### src/rtl/addsub_cmp_sched_defs.vh
// FSM state encodings for the shared add/sub-compare scheduler.
`ifndef ADDSUB_CMP_SCHED_DEFS_VH
`define ADDSUB_CMP_SCHED_DEFS_VH
localparam logic [1:0] ST_IDLE = 2'd0;
localparam logic [1:0] ST_EXEC = 2'd1;
localparam logic [1:0] ST_RESP = 2'd2;
`endif

### src/rtl/addsub_cmp_sched_pkg.sv
// Shared types, default sizes and helpers for the add/sub-compare scheduler.
package addsub_cmp_sched_pkg;
  `include "addsub_cmp_sched_defs.vh"

  localparam int DEF_W    = 4;
  localparam int DEF_NREQ = 4;
  localparam int DEF_IDW  = 2;
  localparam int CNT_W    = 8;

  typedef enum logic [1:0] {
    IDLE = ST_IDLE,
    EXEC = ST_EXEC,
    RESP = ST_RESP
  } state_t;

  function automatic logic [CNT_W-1:0] sat_inc(input logic [CNT_W-1:0] v);
    return (v == {CNT_W{1'b1}}) ? v : v + {{(CNT_W-1){1'b0}}, 1'b1};
  endfunction
endpackage

### src/rtl/addsub_cmp_sched_if.sv
// Requester/consumer bundle of the add/sub-compare scheduler.
interface addsub_cmp_sched_if
  import addsub_cmp_sched_pkg::*;
#(
  parameter int W    = DEF_W,
  parameter int NREQ = DEF_NREQ,
  parameter int IDW  = DEF_IDW
);
  logic [NREQ-1:0]   req_valid;
  logic [NREQ-1:0]   req_sub;
  logic [NREQ*W-1:0] req_a;
  logic [NREQ*W-1:0] req_b;
  logic [NREQ-1:0]   req_ack;
  logic              busy;
  logic              rsp_valid;
  logic              rsp_ready;
  logic [IDW-1:0]    rsp_id;
  logic [W-1:0]      rsp_sum;
  logic              rsp_gt;
  logic              rsp_eq;
  logic              rsp_ls;
  logic              rsp_err;
  logic [CNT_W-1:0]  err_cnt;

  modport master (
    output req_valid, req_sub, req_a, req_b, rsp_ready,
    input  req_ack, busy, rsp_valid, rsp_id, rsp_sum, rsp_gt, rsp_eq, rsp_ls, rsp_err, err_cnt
  );

  modport slave (
    input  req_valid, req_sub, req_a, req_b, rsp_ready,
    output req_ack, busy, rsp_valid, rsp_id, rsp_sum, rsp_gt, rsp_eq, rsp_ls, rsp_err, err_cnt
  );
endinterface

### src/rtl/addsub_cmp_unit.sv
// Combinational W-bit add/subtract with signed compare flags and overflow detect.
module addsub_cmp_unit #(
  parameter int W = 4
) (
  input  logic [W-1:0] a,
  input  logic [W-1:0] b,
  input  logic         sub,
  output logic [W-1:0] sum,
  output logic         gt,
  output logic         eq,
  output logic         ls,
  output logic         err
);
  logic [W-1:0] b_x_s;
  logic [W:0]   full_s;
  logic [W-1:0] low_s;

  assign b_x_s  = b ^ {W{sub}};
  assign full_s = {1'b0, a} + {1'b0, b_x_s} + {{W{1'b0}}, sub};
  // low_s[W-1] is the carry into the sign bit
  assign low_s  = {1'b0, a[W-2:0]} + {1'b0, b_x_s[W-2:0]} + {{(W-1){1'b0}}, sub};

  assign sum = full_s[W-1:0];
  assign err = full_s[W] ^ low_s[W-1];
  assign eq  = !err && (sum == {W{1'b0}});
  assign ls  = !err && sum[W-1];
  assign gt  = !err && !sum[W-1] && (sum != {W{1'b0}});
endmodule

### src/rtl/addsub_cmp_sched.sv
// Round-robin scheduler sharing one add/sub-compare unit among NREQ requesters,
// with a registered result held until the consumer takes it.
module addsub_cmp_sched
  import addsub_cmp_sched_pkg::*;
#(
  parameter int W    = DEF_W,
  parameter int NREQ = DEF_NREQ,
  parameter int IDW  = DEF_IDW
) (
  input  logic                clk,
  input  logic                rst,
  addsub_cmp_sched_if.slave   bus
);
  state_t           state_r, next_state_s;
  logic [IDW-1:0]   ptr_r;
  logic [IDW-1:0]   grant_s, cand_s;
  logic             found_s, hit_s, capture_s;
  logic [NREQ-1:0]  ack_s;
  logic [W-1:0]     a_r, b_r;
  logic             sub_r;
  logic [IDW-1:0]   id_r;
  logic [W-1:0]     sum_s;
  logic             gt_s, eq_s, ls_s, err_s;
  logic             rsp_valid_r, rsp_gt_r, rsp_eq_r, rsp_ls_r, rsp_err_r;
  logic [IDW-1:0]   rsp_id_r;
  logic [W-1:0]     rsp_sum_r;
  logic [CNT_W-1:0] err_cnt_r;

  addsub_cmp_unit #(.W(W)) u_unit (
    .a(a_r), .b(b_r), .sub(sub_r),
    .sum(sum_s), .gt(gt_s), .eq(eq_s), .ls(ls_s), .err(err_s)
  );

  // Round-robin search: first valid requester at or after ptr_r
  always_comb begin
    found_s = 1'b0;
    grant_s = {IDW{1'b0}};
    cand_s  = {IDW{1'b0}};
    hit_s   = 1'b0;
    for (int i = 0; i < NREQ; i++) begin
      cand_s  = IDW'((int'(ptr_r) + i) % NREQ);
      hit_s   = !found_s && bus.req_valid[cand_s];
      grant_s = hit_s ? cand_s : grant_s;
      found_s = found_s | hit_s;
    end
  end

  // Next-state and grant decode; reset suppresses any grant in its cycle
  always_comb begin
    next_state_s = state_r;
    ack_s        = {NREQ{1'b0}};
    capture_s    = 1'b0;
    case (state_r)
      IDLE: begin
        if (found_s && !rst) begin
          next_state_s   = EXEC;
          ack_s[grant_s] = 1'b1;
          capture_s      = 1'b1;
        end else begin
          next_state_s = IDLE;
        end
      end
      EXEC: next_state_s = RESP;
      RESP: begin
        if (bus.rsp_ready) begin
          next_state_s = IDLE;
        end else begin
          next_state_s = RESP;
        end
      end
      default: next_state_s = IDLE;
    endcase
  end

  // State, operand latch, result registers and saturating overflow counter
  always_ff @(posedge clk) begin
    if (rst) begin
      state_r     <= IDLE;
      ptr_r       <= {IDW{1'b0}};
      a_r         <= {W{1'b0}};
      b_r         <= {W{1'b0}};
      sub_r       <= 1'b0;
      id_r        <= {IDW{1'b0}};
      rsp_valid_r <= 1'b0;
      rsp_id_r    <= {IDW{1'b0}};
      rsp_sum_r   <= {W{1'b0}};
      rsp_gt_r    <= 1'b0;
      rsp_eq_r    <= 1'b0;
      rsp_ls_r    <= 1'b0;
      rsp_err_r   <= 1'b0;
      err_cnt_r   <= {CNT_W{1'b0}};
    end else begin
      state_r <= next_state_s;
      if (capture_s) begin
        a_r   <= bus.req_a[int'(grant_s)*W +: W];
        b_r   <= bus.req_b[int'(grant_s)*W +: W];
        sub_r <= bus.req_sub[grant_s];
        id_r  <= grant_s;
        ptr_r <= IDW'((int'(grant_s) + 1) % NREQ);
      end
      if (state_r == EXEC) begin
        rsp_valid_r <= 1'b1;
        rsp_id_r    <= id_r;
        rsp_sum_r   <= sum_s;
        rsp_gt_r    <= gt_s;
        rsp_eq_r    <= eq_s;
        rsp_ls_r    <= ls_s;
        rsp_err_r   <= err_s;
        err_cnt_r   <= err_s ? sat_inc(err_cnt_r) : err_cnt_r;
      end else if ((state_r == RESP) && bus.rsp_ready) begin
        rsp_valid_r <= 1'b0;
      end
    end
  end

  assign bus.req_ack   = ack_s;
  assign bus.busy      = (state_r != IDLE);
  assign bus.rsp_valid = rsp_valid_r;
  assign bus.rsp_id    = rsp_id_r;
  assign bus.rsp_sum   = rsp_sum_r;
  assign bus.rsp_gt    = rsp_gt_r;
  assign bus.rsp_eq    = rsp_eq_r;
  assign bus.rsp_ls    = rsp_ls_r;
  assign bus.rsp_err   = rsp_err_r;
  assign bus.err_cnt   = err_cnt_r;
endmodule

### src/flat_wrapper.sv
// flat-port wrapper written by rule: the top's interface ports become plain ports
module addsub_cmp_sched_flat import addsub_cmp_sched_pkg::*;
#(
  parameter int W    = DEF_W,
  parameter int NREQ = DEF_NREQ,
  parameter int IDW  = DEF_IDW
)
  (clk, rst, bus_req_valid, bus_req_sub, bus_req_a, bus_req_b, bus_rsp_ready, bus_req_ack, bus_busy, bus_rsp_valid, bus_rsp_id, bus_rsp_sum, bus_rsp_gt, bus_rsp_eq, bus_rsp_ls, bus_rsp_err, bus_err_cnt);
  addsub_cmp_sched_if #(.W(W), .NREQ(NREQ), .IDW(IDW)) bus_i ();
  input  logic clk;
  input  logic rst;
  input wire logic [$bits(bus_i.req_valid)-1:0] bus_req_valid;
  input wire logic [$bits(bus_i.req_sub)-1:0] bus_req_sub;
  input wire logic [$bits(bus_i.req_a)-1:0] bus_req_a;
  input wire logic [$bits(bus_i.req_b)-1:0] bus_req_b;
  input wire logic [$bits(bus_i.rsp_ready)-1:0] bus_rsp_ready;
  output wire logic [$bits(bus_i.req_ack)-1:0] bus_req_ack;
  output wire logic [$bits(bus_i.busy)-1:0] bus_busy;
  output wire logic [$bits(bus_i.rsp_valid)-1:0] bus_rsp_valid;
  output wire logic [$bits(bus_i.rsp_id)-1:0] bus_rsp_id;
  output wire logic [$bits(bus_i.rsp_sum)-1:0] bus_rsp_sum;
  output wire logic [$bits(bus_i.rsp_gt)-1:0] bus_rsp_gt;
  output wire logic [$bits(bus_i.rsp_eq)-1:0] bus_rsp_eq;
  output wire logic [$bits(bus_i.rsp_ls)-1:0] bus_rsp_ls;
  output wire logic [$bits(bus_i.rsp_err)-1:0] bus_rsp_err;
  output wire logic [$bits(bus_i.err_cnt)-1:0] bus_err_cnt;
  assign bus_i.req_valid = bus_req_valid;
  assign bus_i.req_sub = bus_req_sub;
  assign bus_i.req_a = bus_req_a;
  assign bus_i.req_b = bus_req_b;
  assign bus_i.rsp_ready = bus_rsp_ready;
  assign bus_req_ack = bus_i.req_ack;
  assign bus_busy = bus_i.busy;
  assign bus_rsp_valid = bus_i.rsp_valid;
  assign bus_rsp_id = bus_i.rsp_id;
  assign bus_rsp_sum = bus_i.rsp_sum;
  assign bus_rsp_gt = bus_i.rsp_gt;
  assign bus_rsp_eq = bus_i.rsp_eq;
  assign bus_rsp_ls = bus_i.rsp_ls;
  assign bus_rsp_err = bus_i.rsp_err;
  assign bus_err_cnt = bus_i.err_cnt;
  addsub_cmp_sched #(.W(W), .NREQ(NREQ), .IDW(IDW)) u_core (.clk(clk), .rst(rst), .bus(bus_i));
endmodule
### config.mk
export PLATFORM = sky130hd
export DESIGN_NAME = addsub_cmp_sched_flat
export DESIGN_NICKNAME = d
export VERILOG_FILES = /design/src/rtl/addsub_cmp_sched_pkg.sv /design/src/rtl/addsub_cmp_sched_if.sv /design/src/rtl/addsub_cmp_unit.sv /design/src/rtl/addsub_cmp_sched.sv /design/src/flat_wrapper.sv
export VERILOG_INCLUDE_DIRS = /design/src /design/src/rtl
export SDC_FILE = /design/constraint.sdc
export NUM_CORES = 1
export LEC_CHECK = 0
export CAP_MARGIN = 20
export CELL_PAD_IN_SITES_DETAIL_PLACEMENT = 1
export CELL_PAD_IN_SITES_GLOBAL_PLACEMENT = 1
export CORE_UTILIZATION = 34
export CTS_BUF_LIST = sky130_fd_sc_hd__clkbuf_4 sky130_fd_sc_hd__clkbuf_8 sky130_fd_sc_hd__clkbuf_16
export CTS_CLUSTER_SIZE = 28
export DETAILED_ROUTE_END_ITERATION = 10
export PLACE_DENSITY_LB_ADDON = 0.1
export SYNTH_ARGS = -nofsm -noshare
export SYNTH_HDL_FRONTEND = slang
export SYNTH_SLANG_ARGS = --single-unit
### constraint.sdc
create_clock -name clk -period 2.7 [get_ports clk]
set_input_delay 0.54 -clock clk [delete_from_list [all_inputs] [get_ports clk]]
set_output_delay 0.54 -clock clk [all_outputs]
set_load 0.01 [all_outputs]
Word-level counts from Yosys, hierarchy flattened
Index checks and enable logic that the tools add are counted.
W data, S select, Z words.
{"block": "classes", "n_addsub": 9, "magnitude_cmp": 6, "eq_ne": 3, "n_shift": 2, "muxes": 25, "bitwise_logic": 6, "reduce_logical": 22}
{"cell": "$shiftx A16 B5 Y4", "n": 2}
{"cell": "$lt A2 B3 Y1 const B", "n": 5}
{"cell": "$mux W1", "n": 11}
{"cell": "$bmux W1 S2", "n": 5}
{"cell": "$logic_and A1 B1 Y1", "n": 10}
{"cell": "$mux W2", "n": 5}
{"cell": "$add A8 B1 Y8 const B", "n": 1}
{"cell": "$eq A8 B8 Y1 const B", "n": 1}
{"cell": "$mux W4", "n": 2}
{"cell": "$logic_not A1 Y1", "n": 6}
{"cell": "$pmux W2 S3", "n": 1}
{"cell": "$add A4 B4 Y5", "n": 1}
{"cell": "$add A5 B1 Y5", "n": 1}
{"cell": "$add A2 B1 Y2 const B", "n": 2}
{"cell": "$add A2 B2 Y2 const B", "n": 2}
{"cell": "$add A3 B3 Y4", "n": 1}
{"cell": "$add A4 B1 Y4", "n": 1}
{"cell": "$logic_not A4 Y1", "n": 1}
{"cell": "$reduce_bool A2 Y1", "n": 2}
{"cell": "$reduce_bool A4 Y1", "n": 1}
{"cell": "$xor A4 B4 Y4", "n": 1}
{"cell": "$or A1 B1 Y1", "n": 3}
{"cell": "$reduce_and A3 Y1", "n": 1}
{"cell": "$demux W1 S2", "n": 1}
{"cell": "6 further kinds", "n": 6}
{"block": "word_totals", "reg_bits": 34, "input_bits": 43, "out_inout_bits": 24, "word_cells": 87}

Longest topological paths before layout
{"block": "depth", "ltp_word": 17, "ltp_mapped": 8, "depth_no_buf": 8}

Modules after synthesis
A second synthesis with hierarchy kept.
{"block": "hier_totals", "hier_cells": 206, "hier_area_um2": 1813.0}
{"mod": "addsub_cmp_sched", "instances": 1, "cells_each": 180, "area_each_um2": 1581.5, "seq_area_each_um2": 680.7}
{"mod": "addsub_cmp_unit", "instances": 1, "cells_each": 26, "area_each_um2": 231.5, "seq_area_each_um2": 0.0}

Worst setup path before layout
Ideal clock, no wire load.
{"block": "synth_path", "path_type": "reg-to-reg", "start": "register u_core.sub_r", "end": "register u_core.err_cnt_r[6] (netlist: u_core.bus.err_cnt[6])", "setup_ns": 0.123, "arrival_time_ns": 2.334, "path_slack_ns": 0.243, "path_stages_with_launch": 9, "n_path_buf": 0, "path_cell_list": "dfxtp_1 > xor2_1 > inv_1 > fa_1 > nor2b_1 > o21ai_1 > a21o_4 > a2111oi_4 > mux2_1"}
{"block": "synth_between", "elab_chain_len": 5, "elab_cells_between_ends": 7, "classes_between": "4 x add/sub; 2 x bitwise; 1 x reduce/logical"}
{"element": "start: declaration", "line": "addsub_cmp_sched.sv:20", "source": "logic sub_r;"}
{"element": "start signal: assignment", "line": "addsub_cmp_sched.sv:97", "source": "sub_r <= bus.req_sub[grant_s];"}
{"element": "$xor A4 B4 Y4", "line": "addsub_cmp_unit.sv:18", "source": "assign b_x_s = b ^ {W{sub}};"}
{"element": "$add A4 B4 Y5 or $add A3 B3 Y4 (tied branches)", "line": "addsub_cmp_unit.sv:19, addsub_cmp_unit.sv:21"}
{"element": "$add A5 B1 Y5 or $add A4 B1 Y4 (tied branches)", "line": "addsub_cmp_unit.sv:19, addsub_cmp_unit.sv:21"}
{"element": "$xor A1 B1 Y1 *", "line": "addsub_cmp_unit.sv:24", "source": "assign err = full_s[W] ^ low_s[W-1];"}
{"element": "$reduce_and A3 Y1 (no line) *"}
{"element": "end signal: assignment", "line": "addsub_cmp_sched.sv:91", "source": "err_cnt_r <= {CNT_W{1'b0}};"}
{"element": "end signal: assignment", "line": "addsub_cmp_sched.sv:109", "source": "err_cnt_r <= err_s ? sat_inc(err_cnt_r) : err_cnt_r;"}
{"element": "end: declaration", "line": "addsub_cmp_sched.sv:27", "source": "logic [CNT_W-1:0] err_cnt_r;"}
Mark *: on every way between the ends. The rest lies on a longest branch, timed or not.
A chain may end at the register's enable or synchronous reset.

Worst setup path in the final report
{"block": "layout_path", "start": "input port bus_req_valid[2]", "end": "output port bus_req_ack[1]"}
{"block": "layout_between", "elab_chain_len": 17, "elab_cells_between_ends": 29, "classes_between": "2 x order compare; 16 x mux; 3 x bitwise; 8 x reduce/logical"}
{"element": "start: declaration", "line": "flat_wrapper.sv:12", "source": "input wire logic [$bits(bus_i.req_valid)-1:0] bus_req_valid;"}
{"element": "$bmux W1 S2", "line": "addsub_cmp_sched.sv:42", "source": "hit_s = !found_s && bus.req_valid[cand_s];"}
{"element": "$mux W1 (not written as such)", "line": "addsub_cmp_sched.sv:42"}
{"element": "$logic_not A1 Y1", "line": "addsub_cmp_sched.sv:42"}
{"element": "$logic_and A1 B1 Y1", "line": "addsub_cmp_sched.sv:42"}
{"element": "$or A1 B1 Y1", "line": "addsub_cmp_sched.sv:44", "source": "found_s = found_s | hit_s;"}
{"element": "$logic_not A1 Y1", "line": "addsub_cmp_sched.sv:42"}
{"element": "$logic_and A1 B1 Y1", "line": "addsub_cmp_sched.sv:42"}
{"element": "$or A1 B1 Y1", "line": "addsub_cmp_sched.sv:44"}
{"element": "$logic_not A1 Y1", "line": "addsub_cmp_sched.sv:42"}
{"element": "$logic_and A1 B1 Y1", "line": "addsub_cmp_sched.sv:42"}
{"element": "$mux W2", "line": "addsub_cmp_sched.sv:43", "source": "grant_s = hit_s ? cand_s : grant_s;"}
{"element": "$lt A2 B3 Y1 (not written as such) or $ge A2 B1 Y1 (tied branches)", "line": "addsub_cmp_sched.sv:57", "source": "ack_s[grant_s] = 1'b1;"}
{"element": "$logic_and A1 B1 Y1 (not written as such)", "line": "addsub_cmp_sched.sv:57"}
{"element": "$mux W1 (not written as such)", "line": "addsub_cmp_sched.sv:57"}
{"element": "$demux W1 S2"}
{"element": "$mux W4 *", "line": "addsub_cmp_sched.sv:55", "source": "if (found_s && !rst) begin"}
{"element": "$mux W4 *", "line": "addsub_cmp_sched.sv:53", "source": "case (state_r)"}
{"element": "end: declaration", "line": "flat_wrapper.sv:17", "source": "output wire logic [$bits(bus_i.req_ack)-1:0] bus_req_ack;"}
Mark *: on every way between the ends. The rest lies on a longest branch, timed or not. The select of a mux whose other input is x is not followed.

==> impl_metrics.tcl <==
set metrics [dict create \
    final_cell_area_um2 3110 \
    final_common_cell "clkdlybuf4s50_1" \
    arrival_ns 2.12 \
    min_period_over_period_pct 98.6 \
    startpoint "bus_req_valid[2]" \
    min_period_ns 2.66 \
    worstMarginPinSlew_ns 0.531 \
    rows 28 \
    grt_overflow 0 \
    timing.slew.headroom_pct 64.4 \
    antenna_found_initial 0 \
    die-area_um2 6410 \
    setup_viol 0 \
    status "finished clean" \
    core-area_um2 5890 \
    synth_edf_count 0 \
    diodes 0 \
    min-delay-start "u_core.id_r[1]" \
    crit_required_ns 2.16 \
    seq_area_frac_synth_pct 32.9 \
    drt-wirelength-per-cell_um 14.9 \
    fmax_ghz 0.376 \
    drive_above_1_share_pct 16.9 \
    fin_worst_skew_ns 0.00917 \
    crit_slowest_cell "clkdlybuf4s50_1" \
    finalNonFillerCells 400 \
    yosys_most_used_dff "dfxtp_1" \
    ys_types 50 \
    start_util_pct 35.2 \
    start_kind "input pin" \
    numPlacedInstances 389 \
    io_pins 67 \
    num_vias 2087 \
    synth_nets 288 \
    cp-end-kind "primary output" \
    port_buffers 66 \
    r2r_slack_ns 0.22 \
    grt_first_pass_wirelength_mm 9.96 \
    tns_ns 0 \
    r2r-start "u_core.sub_r" \
    cts.htree.levels 2 \
    dr.pass1.iters 4 \
    cts_made_buffers 5 \
    clk_pin_slew_worst_paths_ns 0.08 \
    drtIter0Drc 49 \
    root_buffer "clkbuf_8" \
    min_path_type "register to register" \
    place_congestion 0.772 \
    leakagePower_uw 0.00118 \
    rsz0062_at_grt "true" \
    postRouteAntennaNets 0 \
    cts_tree "done" \
    slew_viol_final 0 \
    path_cells "dlygate4sd2_1 -> nor2b_2 -> a311oi_2 -> o21ai_2 -> nor2_1 -> clkdlybuf4s50_1" \
    hold_viol 0 \
    placed_cell_area_um2 2930 \
    syn_area_um2 2070 \
    async_flop_share_pct 0 \
    cts.sinks 34 \
    grt_max_degree 34 \
    vias_per_cell 5.22 \
    synth-seq-cells 34 \
    worstSetupPathType "input pin to primary output" \
    hpwl_mm 4.58 \
    synth.avg_cell_area_um2 8.66 \
    insertion_delay_ns 0.29 \
    grtUsageTotal_pct 19.9 \
    grt_pass1_vias 2100 \
    die_y_um 80.0 \
    cts_max_path_buffers 2 \
    crit_fanout 5 \
    chipWidth_um 80.0 \
    max_cap_violations 0 \
    drc 0 \
    synth_warnings 0 \
    finalNetCount 373 \
    mostFrequentLayoutCells "59 x clkdlybuf4s50_1, 33 x dfxtp_1, 25 x nor2_1" \
    routed_wirelength_mm 5.95 \
    p_per_area_nw_per_um2 592 \
    syn_to_final_growth_pct 50.0 \
    ir_worst_vdd_uv 394 \
    netlist_instances 239 \
    critical_path.max_stage_delay_ns 0.54 \
]
worst max-delay path, delay by kind of cell:
family	cells	cell delay, ns
AO/OA/AOI/OAI	2	0.40
AND/OR/NAND/NOR	2	0.31
buffers and inverters	2	0.87
metal layers:
metal  GRT usage [%]  part of all wire, %
met5               0                    0
met4            4.82                 0.74
met3            3.54                  2.4
met2            35.6                   51
met1            24.5                   46
synth_stat cells (all sizes together) (8+ instances only):
cell type	instances	area [um^2]
nand2	22	82.6
nand3	14	82.6
dfxtp	34	681
a21oi	13	72.6
mux2	8	90.1
a211oi	8	60.1
o21ai	16	91.3
a21o	9	75.1
nor2b	11	68.8
mux2i	12	124
nor2	26	105
sequential cells by signal, summed over array words and instances, names as in the netlist, 2 cells and up:
register,cells
u_core.bus.err_cnt,8
u_core.id_r,2
u_core.state_r,2
u_core.bus.rsp_id,2
u_core.a_r,4
u_core.ptr_r,2
u_core.b_r,4
u_core.bus.rsp_sum,4
path summary, 6_finish.rpt:
check                                             end  depth (start not counted)
worst max-delay path                   bus_req_ack[1]                          6
worst min-delay path                   u_core.id_r[1]                          2
worst min register to register         u_core.id_r[1]                          2
worst max register to register  u_core.bus.err_cnt[6]                          8
final cells by class:
cell class                 count  area [um^2]
clock buffer                   5         68.8
clock inverter                 3         45.0
fill                         709         2780
inverter                       7         26.3
multi-input combinational    189         1370
sequential                    34          682
tap                           75         93.8
timing repair buffer          87          817
through the flow:
step | hold slack [ns] | setup slack [ns] | power, uW | util, %
global placement | 0.437 | -0.180 | 1340 | 49.7
detailed placement | 0.442 | -0.263 | 1360 | 49.7
floorplan | 0.423 | 0.243 | 1070 | -
finish | 0.451 | 0.0383 | 1840 | 52.8
CTS | 0.453 | -0.137 | 1850 | 52.4
global route | 0.482 | -0.0309 | 1960 | 52.8
cells by family (layout without fill, tap and decap cells):
| kind of cell | after synthesis | after routing | synth area share (%) |
|---|---|---|---|
| fa+ha+maj | 6 | 6 | 3.99 |
| simple gates | 88 | 88 | 21.5 |
| mux | 20 | 20 | 10.3 |
| xor+xnor | 7 | 7 | 2.96 |
| buf+inv | 16 | 102 | 2.96 |
| compound gates | 68 | 68 | 25.4 |
| flops | 34 | 34 | 32.9 |
report_power, final:
| part | total, uW | internal, uW | switching (uW) |
|---|---|---|---|
| Combinational | 736 | 363 | 374 |
| Sequential | 630 | 569 | 61.4 |
| Clock | 472 | 275 | 197 |
| Total | 1840 | 1210 | 632 |
what timing repair did:
action,4_1_cts,5_1_grt
pin swaps,2,1
hold endpoints to repair,0,0
hold buffers,0,0
buffers inserted,3,0
setup endpoints to repair,4,8
resized for setup,10,6
Note: power is estimated with default switching activity, not from simulation.
==> edit 1, RTL diff (same settings) <==
The package constant `DEF_W` goes from 4 to 3.
--- a/src/rtl/addsub_cmp_sched_pkg.sv
+++ b/src/rtl/addsub_cmp_sched_pkg.sv
@@ -4,3 +4,3 @@
 
-  localparam int DEF_W    = 4;
+  localparam int DEF_W    = 3;
   localparam int DEF_NREQ = 4;
Ports: changed (resized bus_req_a, bus_req_b and bus_rsp_sum); port bits go from 67 to 58. The function was not compared with the original's and may differ.
==> edit 1 against the unedited design <==
- sequential cell count is 3 lower
- global-route usage is 0.28 points higher
- die area is 14% lower
- combinational power is 9.1% higher
- worst setup slack better by 45 ps
- power is 0.69% higher
- clock power hardly changed
- wire length is 16% lower
- count of clock-buffer cells in the layout is 1 higher
- first-iteration DRC count is 24% higher
- highest routed layer unchanged
- clock skew is 2.6 ps lower
- hold slack better by 3.0 ps
- largest power group unchanged
- area after synthesis is 14% lower
- cell area is 14% lower
==> edit 1: results (changes against the unedited design) <==
| Metric | Value |
|---|---|
| Status | `complete, no violations (unchanged)` |
| Dpl cells | `335 (was 389)` |
| # port buffers | `57 (was 66)` |
| Vias per cell | `5.20 (was 5.22)` |
| Nets | `320 (was 373)` |
| Mean Syn Cell Area | `8.66 µm² (about the same)` |
| Synth cell types | `52 (was 50)` |
| First-pass GRT wire length | `8.51 mm (was 9.96 mm)` |
| Area of the multi-input gates | `1110 µm² (was 1370 µm²)` |
| Synthesized Nets | `244 (was 288)` |
| Vias in the first global route | `1857 (was 2100)` |
| Placed instance area | `2510 µm² (was 2930 µm²)` |
| Drt first-iter violations | `61 (was 49)` |
| Most common library cells after synthesis | `dfxtp_1 (31), nor2_1 (22), a21oi_1 (15) (was dfxtp_1 (34), nor2_1 (25), nand2_1 (22))` |
| Longest Clk Path Bufs | `2 (unchanged)` |
| Root buf cell | `clkbuf_8 (unchanged)` |
| Hpwl dp | `3.92 mm (was 4.58 mm)` |
| RD Place Congestion | `0.764 (was 0.772)` |
| Post-place setup slack | `-296 ps (was -263 ps)` |
| Fill cells | `600 (was 709)` |
| CP Max Fanout | `4 (was 5)` |
| Largest net degree at the start of global routing | `25 (was 34)` |
| Crit path arrival time | `2080 ps (was 2120 ps)` |
| P_leak | `1.01 nW (was 1.18 nW)` |
| Clk slew on worst S/H paths | `60 ps (was 80 ps)` |
| Worst-Margin Slew | `468 ps (was 531 ps)` |
| Non-filler cells, final | `349 (was 400)` |
| Layout cell share with drive strength beyond 1 | `0.188 (was 0.169)` |
| Synth top area cells | `dfxtp_1 (35%), nor2_1 (4.7%), a21oi_1 (4.2%) (was dfxtp_1 (33%), mux2i_1 (5.3%), nor2_1 (4.5%))` |
| GRT Total Usage | `0.202 (was 0.199)` |
| VDD IR max | `0.231 mV (was 0.394 mV)` |
| Sequential area share after synthesis | `0.350 (was 0.329)` |
| Largest stage delay, worst path | `480 ps (was 540 ps)` |
| Final Skew | `6.61 ps (was 9.17 ps)` |
| Avg WL per Cell | `14.4 µm (was 14.9 µm)` |
-- edit 1: cells by family after synthesis --
| kind of cell | share of synthesized area |
|---|---|
| AND/OR/NAND/NOR | 0.240 |
| buffers and inverters | 0.0395 |
| AO/OA/AOI/OAI | 0.228 |
| adder cells (fa/ha/maj) | 0.0324 |
| XOR/XNOR | 0.0493 |
| flip-flops | 0.350 |
| multiplexers | 0.0613 |
-- edit 1: worst paths after layout --
path	endpoint	slack (ps)	cells past startpoint	from
max	bus_req_ack[0]	80	7	bus_req_valid[3]
min	u_core.bus.rsp_id[0]	450	2	u_core.id_r[0]
max reg2reg	u_core.bus.rsp_gt	160	9	u_core.b_r[0]
min reg2reg	u_core.bus.rsp_id[0]	450	2	u_core.id_r[0]
-- edit 1: layout make-up --
type | instances | area share
clock buffer | 6 | 0.0308
sequential | 31 | 0.231
clock inverter | 2 | 0.0130
multi-input combinational | 157 | 0.412
inverter | 7 | 0.00979
tap | 67 | 0.0312
timing repair buffer | 79 | 0.272
-- edit 1: report_power, final --
group | switching, mW | internal [mW] | leakage, nW
clock | 0.172 | 0.298 | 0.0612
sequential | 0.0543 | 0.523 | 0.254
combinational | 0.392 | 0.411 | 0.700
-- edit 1: routing by layer --
layer | wire [µm] | track usage
met1 | 2230 | 0.237
met4 | 83 | 0.0713
met5 | 0 | 0
met2 | 2420 | 0.355
met3 | 273 | 0.0528
-- edit 1: worst max-delay path, delay by kind of cell --
kind / cells / cell delay (ps)
buf+inv: 3 / 900
simple gates: 3 / 570
compound gates: 1 / 70
-- edit 1: what timing repair did --
item,CTS,global route
gates cloned,0,0
pin swaps,3,1
buffers inserted,1,5
resized for setup,11,1
setup endpoints to repair,4,8
==> edit 2, RTL diff (same settings) <==
Made on the original files. Reset style: asynchronous (`rst`), changed in one clocked block.
--- a/src/rtl/addsub_cmp_sched.sv
+++ b/src/rtl/addsub_cmp_sched.sv
@@ -75,3 +75,3 @@
   // State, operand latch, result registers and saturating overflow counter
-  always_ff @(posedge clk) begin
+  always_ff @(posedge clk or posedge rst) begin
     if (rst) begin
Behaviour: differs if rst is asserted again (counterexample within 4 cycles, from zero or initial values and one cycle with rst high); with rst held inactive, the same outputs for 10 cycles.
==> edit 2 against the unedited design <==
- sequential cell count unchanged
- cell area down 6.4%
- sequential share of layout area up 7.4 points
- area after synthesis down 5.6%
- worst setup slack better by 76 ps
- largest cell class unchanged
- register-to-register slack worse by 20 ps
- clock skew down 2.6 ps
- synthesized cell count down 21%
- critical endpoint is now bus_req_ack[2]
- wire length down 20%
- utilization down 0.30 points
Power is not compared: it rests on default switching activity, and its combinational part moved more than twofold at a synthesized area within 25%.
==> edit 2: results (changes against the unedited design) <==
| Metric | Value |
|---|---|
| CP Max Fanout | `4 (was 5)` |
| Vias in the first global route | `1776 (was 2100)` |
| Routed wire length | `4.78 mm (was 5.95 mm)` |
| Largest net degree at the start of global routing | `26 (was 34)` |
| Drt first-iter violations | `33 (was 49)` |
| Synth top area cells | `dfrtp_1 (44%), mux2i_1 (9.2%), nand2_1 (4.6%) (was dfxtp_1 (33%), mux2i_1 (5.3%), nor2_1 (4.5%))` |
| Post-synthesis adder-cell area fraction | `0.0422 (was 0.0399)` |
| Post-place setup slack | `-219 ps (was -263 ps)` |
| Ys async rst share | `1.00 (was 0)` |
| Final Skew | `6.56 ps (was 9.17 ps)` |
| Synth Area in Compound Gates | `0.177 (was 0.254)` |
| NetSw | `~1.3 mW` |
| Status | `complete, no violations (unchanged)` |
| Crit path arrival time | `2050 ps (was 2120 ps)` |
| First-pass GRT wire length | `8.13 mm (was 9.96 mm)` |
| Post-synthesis mux area share | `0.116 (was 0.103)` |
| Slew margin rel. | `0.576 (was 0.644)` |
| R2R depth | `8 (unchanged)` |
| RD Place Congestion | `0.739 (was 0.772)` |
| Synthesized Nets | `237 (was 288)` |
| # port buffers | `66 (unchanged)` |
| Post-synthesis xor/xnor area fraction | `0.0627 (was 0.0296)` |
| Clk slew on worst S/H paths | `60 ps (was 80 ps)` |
| Hpwl dp | `3.76 mm (was 4.58 mm)` |
| Nets | `319 (was 373)` |
| Synth cell types | `43 (was 50)` |
| GRT Total Usage | `0.174 (was 0.199)` |
| Vias | `1721 (was 2087)` |
| Routed Antenna Nets | `0 (unchanged)` |
| Most common library cells after synthesis | `dfrtp_1 (34), nand2_1 (24), mux2i_1 (18) (was dfxtp_1 (34), nor2_1 (25), nand2_1 (22))` |
| Largest stage delay, worst path | `460 ps (was 540 ps)` |
| Sequential area share after synthesis | `0.435 (was 0.329)` |
| Layout cell share with drive strength beyond 1 | `0.141 (was 0.169)` |
## edit 2: changes by cell type after synthesis, moves of 8 or more
cell      unedited run  this run
dfrtp_1              0        34
dfxtp_1             34         0
nor2_1              25         2
o221ai_1             0        10
nand3_1             13         4
nor2b_1             11         3
## edit 2: repair_timing
item / in CTS / in global routing
pin swaps: 2 / 1
resized for setup: 5 / 5
setup endpoints to repair: 4 / 7
setup buffers: 0 / 1
## edit 2: final timing paths
| check | from | to | slack, ps |
|---|---|---|---|
| worst max-delay path | bus_req_valid[2] | bus_req_ack[2] | 110 |
| worst min-delay path | u_core.id_r[1] | u_core.id_r[1] | 470 |
| worst max register to register | u_core.sub_r | u_core.bus.err_cnt[6] | 200 |
| worst min register to register | u_core.id_r[1] | u_core.id_r[1] | 470 |
| max in group asynchronous | rst | u_core.sub_r | 1500 |
| min in group asynchronous | rst | u_core.bus.err_cnt[6] | 710 |
## edit 2: critical path: cells and delay by family
family                 cells  cell delay (ps)
and+or+nand+nor            3              680
buffers and inverters      3              820
## edit 2: layout make-up
type / instances / area (µm²)
Fill cell: 646 / 2630
Multi-Input combinational cell: 136 / 1050
Sequential cell: 34 / 852
Timing Repair Buffer: 82 / 790
Tap cell: 72 / 90.1
Clock buffer: 7 / 83.8
Inverter: 11 / 41.3
## edit 2: metal layers
layer / vias up / share of wire / routed length [µm] / global-route usage
li1: 838 / - / - / -
met3: 9 / 0.059 / 281 / 0.0494
met1: 825 / 0.46 / 2220 / 0.219
met2: 49 / 0.46 / 2190 / 0.273
met4: 0 / 0.019 / 89 / 0.0830
met5: - / 0 / 0 / 0
## edit 2: per-stage QoR
step | instances | area, µm²
3_3_place_gp | 334 | 2800
5_1_grt | 342 | 2910
4_1_cts | 341 | 2880
6_report | 342 | 2910
3_5_place_dp | 334 | 2800
2_1_floorplan | 188 | 1960
